`config.mk`:
```
export PLATFORM = sky130hd
export DESIGN_NAME = keypad_code_entry
export DESIGN_NICKNAME = d
export VERILOG_FILES = /design/src/rtl/keypad_code_entry.sv
export SDC_FILE = /design/constraint.sdc
export NUM_CORES = 1
export LEC_CHECK = 0
export BUFFER_PORTS_ARGS = -buffer_cell sky130_fd_sc_hd__buf_2
export CORE_ASPECT_RATIO = 0.9
export CORE_MARGIN = 1
export CORE_UTILIZATION = 46
export DETAILED_ROUTE_END_ITERATION = 8
export PLACE_DENSITY = 0.75
export SETUP_SLACK_MARGIN = 0.5
export SKIP_CTS_REPAIR_TIMING = 1
export SYNTH_ARGS = -nofsm -noshare
export SYNTH_HDL_FRONTEND = slang
export SYNTH_SLANG_ARGS = --single-unit
```
`constraint.sdc`:
```
create_clock -name clk -period 2.5 [get_ports clk]
set_input_delay 0.625 -clock clk [delete_from_list [all_inputs] [get_ports clk]]
set_output_delay 0.625 -clock clk [all_outputs]
set_load 0.01 [all_outputs]
```
`src/rtl/keypad_code_entry.sv`:
```
// Keypad code-entry controller: decodes one-hot key presses, buffers BCD digits,
// checks the entry against a reference code and enforces a timed lockout.
module keypad_code_entry #(
   parameter int unsigned DIGITS      = 4,
   parameter int unsigned MAX_TRIES   = 5,
   parameter int unsigned LOCK_CYCLES = 100000000,
   parameter int unsigned CW          = $clog2(DIGITS + 1)
) (
   input  logic                  clk,
   input  logic                  rst_n,
   input  logic [15:0]           onehot,
   input  logic [4*DIGITS-1:0]   code_ref,
   output logic [3:0]            digit,
   output logic                  digit_valid,
   output logic [4*DIGITS-1:0]   entry,
   output logic [CW-1:0]         count,
   output logic [7:0]            tries,
   output logic                  pass,
   output logic                  fail,
   output logic                  locked
);

   localparam int unsigned EW = 4 * DIGITS;
   localparam int unsigned TW = 32;

   typedef enum logic [1:0] {S_ENTRY, S_CHECK, S_LOCK} state_t;

   state_t          state;
   logic [15:0]     prev;
   logic [TW-1:0]   timer;
   logic            key_digit;
   logic            key_enter;
   logic            key_clear;
   logic [3:0]      key_val;
   logic            press;
   logic            lock_done;
   logic [7:0]      tries_inc;

   // Key map decode; ignored keys and multi-bit values fall through to no key
   always_comb begin
      key_digit = 1'b0;
      key_enter = 1'b0;
      key_clear = 1'b0;
      key_val   = 4'd0;
      case (onehot)
         16'h0008: begin key_digit = 1'b1; key_val = 4'd0; end
         16'h0080: begin key_digit = 1'b1; key_val = 4'd1; end
         16'h0040: begin key_digit = 1'b1; key_val = 4'd2; end
         16'h0020: begin key_digit = 1'b1; key_val = 4'd3; end
         16'h0800: begin key_digit = 1'b1; key_val = 4'd4; end
         16'h0400: begin key_digit = 1'b1; key_val = 4'd5; end
         16'h0200: begin key_digit = 1'b1; key_val = 4'd6; end
         16'h8000: begin key_digit = 1'b1; key_val = 4'd7; end
         16'h4000: begin key_digit = 1'b1; key_val = 4'd8; end
         16'h2000: begin key_digit = 1'b1; key_val = 4'd9; end
         16'h0001: key_enter = 1'b1;
         16'h0010: key_clear = 1'b1;
         default: ;
      endcase
   end

   // A press only counts when the previous sample was fully released
   assign press     = (prev == 16'h0000) && (key_digit || key_enter || key_clear);
   assign lock_done = (LOCK_CYCLES != 0) && (timer == TW'(LOCK_CYCLES - 1));
   assign tries_inc = tries + 8'd1;

   always_ff @(posedge clk or negedge rst_n) begin
      if (!rst_n) begin
         state       <= S_ENTRY;
         prev        <= 16'h0000;
         timer       <= '0;
         digit       <= 4'd0;
         digit_valid <= 1'b0;
         entry       <= '0;
         count       <= '0;
         tries       <= 8'd0;
         pass        <= 1'b0;
         fail        <= 1'b0;
         locked      <= 1'b0;
      end else begin
         prev        <= onehot;
         digit_valid <= 1'b0;
         pass        <= 1'b0;
         fail        <= 1'b0;
         case (state)
            S_ENTRY: begin
               if (press) begin
                  if (key_digit) begin
                     digit       <= key_val;
                     digit_valid <= 1'b1;
                     if (count != CW'(DIGITS)) begin
                        entry <= EW'({entry, key_val});
                        count <= count + CW'(1);
                     end
                  end else if (key_clear) begin
                     entry <= '0;
                     count <= '0;
                  end else if (count == CW'(DIGITS)) begin
                     state <= S_CHECK;
                  end
               end
            end
            S_CHECK: begin
               entry <= '0;
               count <= '0;
               if (entry == code_ref) begin
                  pass  <= 1'b1;
                  tries <= 8'd0;
                  state <= S_ENTRY;
               end else begin
                  fail  <= 1'b1;
                  tries <= tries_inc;
                  if (tries_inc == 8'(MAX_TRIES)) begin
                     state  <= S_LOCK;
                     locked <= 1'b1;
                     timer  <= '0;
                  end else begin
                     state <= S_ENTRY;
                  end
               end
            end
            S_LOCK: begin
               if (lock_done) begin
                  locked <= 1'b0;
                  tries  <= 8'd0;
                  state  <= S_ENTRY;
               end else begin
                  timer <= timer + TW'(1);
               end
            end
            default: state <= S_ENTRY;
         endcase
      end
   end

endmodule

```
==> metrics.txt <==
Seq. cell area=about 2100 um2; outcome=finished clean; Starting Density=about half; HPWL after detailed placement=~7.6 mm; core outline area=9330 um2; Hold Path Class=in -> async; fin cells=between 700 and 800; die width=107 um; crit path kind=reg -> reg; largest family of logic cells by synthesized area=simple AND/OR/NAND/NOR gates; Synth Cell Area=4530 um2; asr flop ratio synth=100%; Synth Instances=between 400 and 500; Num CTS Buffers=9; placer congestion estimate=approximately 0.90; Yosys top cell area share=a little under half; reg2reg start=timer[0]; post-synthesis sequential area ratio=between 40 and 50%; # nets final=a little over 600; Detailed Routing Iterations Pass 1=4; Min Hold Slack=0.257 ns; GRT Residual Overflow=0; antenna-violating nets left=0; Post-Synth Simple-Gate Area=around a quarter; clock-pin slew on the worst setup and hold paths=0.10 ns; die area=between 10000 and 15000 um2; Core Util, Final=~68%; Netlist cell types=between 60 and 70; CTS tree=yes; syn_area_per_cell=9.70 um2; crit start category=register; Fin Setup TNS=0 ns; MaxCap Viol Count=0; Synth area leaders=dfrtp_1 (47%), nand3_1 (4.3%), xor2_1 (4.3%); Yosys reg bits=85; Worst Slack Setup Final=0.196 ns; actual slew at the worst max-slew pin=0.450 ns; Post-Place Cells=approximately 660; VDD IR max=262 uV; Worst Reg-to-Reg Cells=6; vias per cell=just under 6; dpl ws=0.0941 ns; largest net degree at the start of global routing=between 80 and 90; Synth Warn #=0; Final Cell Area=between 6000 and 7000 um2; die span in y=96.1 um; Yosys top cell by area=dfrtp_1; Final setup viols=0; adder-cell share of the synthesized area=1.38%; Fillers=~690; Pwr Density=roughly 400 nW/um2; Post-Synth XOR/XNOR Area=under 10%; Pwr Total=between 2 and 3 mW; CP max FO=6; Crit. End Element=register; DR DRC count=0; most frequent cells in the layout=dfrtp_1 (75), buf_2 (64), buf_4 (42), nand2_1 (29), nor2_1 (23); placed instance area=roughly 5200 um2; compound-cell area share of the yosys netlist=11.0%; WL/cell=17.7 um; number of global-route vias before repair=about 3500; CP Data Required Time=between 2 and 3 ns; Mapped Nets=506; Leakage=between 2 and 3 nW; Worst R2R Setup Slack=between 0.15 and 0.2 ns; ANT cells=0; total clock sinks=85; Area Overhead vs Synth=39.4%; EDFF count, synth=0; area occupied by multi-input gates=2780 um2; IO Port Bufs=between 60 and 70; Final Cycle Share=a little over 90%; Final Max Slew Viols=0; fmax=about 430 MHz; CTS root buf=clkbuf_8; Critical R2R Capture=timer[30]; most common cell after layout, fill and taps aside=dfrtp_1; Max-slew headroom=a little over two thirds; Worst Path Arrival=2.61 ns; dominant synthesized flop cell=dfrtp_1; overall routed net length=roughly 13 mm; antenna violations before repair=0; clock latency on the worst-skew pair=about 0.36 ns; skew final=~0.023 ns; fraction of layout cells with a size suffix above 1=a little over two fifths; Max Root-Sink Buffers=2; global-route wire length before repair=between 15 and 20 mm; H-Tree Depth=3; post-synthesis mux area share=~5.0%; RSZ-0062 raised after global routing=yes; Hold Fails Final Rpt=0; initial detailed-routing violation count=between 200 and 300; I/O Pins=a little under 70; Tmin final=between 2 and 2.5 ns; Rows=33; vias post-DR=between 4000 and 5000; total track usage=21.3%
==> registers in the layout, indices dropped and copies added, names as in the netlist <==
name,cells
state,2
pass,1
count,3
prev,16
digit_valid,1
tries,8
entry,16
timer,32
locked,1
fail,1
digit,4
==> metal layers <==
layer / wire length (um) / track usage, %
met1: 5290 / 29.8
met2: 6510 / 33.4
met3: 665 / 4.54
met4: 96 / 6.16
met5: 0 / 0
==> Yosys cell counts (all sizes together), types with 2 or more instances <==
cell and n:
nand2 36, o211ai 2, nand2b 2, and3 9, nor3 13, xnor2 11, o2111a 2, and2 2
nor4b 3, a21oi 22, clkbuf 11, or4 9, xor2 22, buf 10, or3 22, nor4 24
nor2b 3, o31ai 6, nand4 12, inv 15, dfrtp 85, a211o 2, o21ai 28, nand4b 2
mux2i 18, a31oi 3, nand3 39, nor2 24, and4 3, ha 5, mux2 4
==> critical path, stage by stage (launching register included) <==
cell and delay, ns:
dfrtp_1 0.40, ha_2 0.21, nand2_2 0.05, or4_4 0.52
a2111o_2 0.54, or3_4 0.40, a21oi_2 0.12
==> power by group <==
part           internal, mW  switching, mW  total, mW
logic                0.0522         0.0844      0.137
clock network         0.492          0.516       1.01
registers              1.39        0.00648       1.39
==> final cells by class <==
class                           count  area share [%]
Inverter                           15           0.892
Tap cell                          122            2.42
Sequential cell                    85            33.9
Clock inverter                      5           0.931
Timing Repair Buffer              125            15.6
Clock buffer                       11            2.24
Multi-Input combinational cell    347            44.1
==> how the worst max path moves through the flow <==
stage                     from        end  depth (start not counted)
floorplan           onehot[10]  entry[15]                          8
global placement     onehot[8]   entry[0]                          7
detailed placement   onehot[3]  entry[15]                          7
CTS                   timer[0]  timer[28]                          6
global route          timer[0]  timer[30]                          6
finish                timer[0]  timer[30]                          6
==> kinds of logic after synthesis <==
logic type | after synthesis
AO/OA/AOI/OAI | 79
flip-flops | 85
AND/OR/NAND/NOR | 207
XOR/XNOR | 33
adder cells (fa/ha/maj) | 5
multiplexers | 22
buffers and inverters | 36
Note: power is estimated with default switching activity, not from simulation.
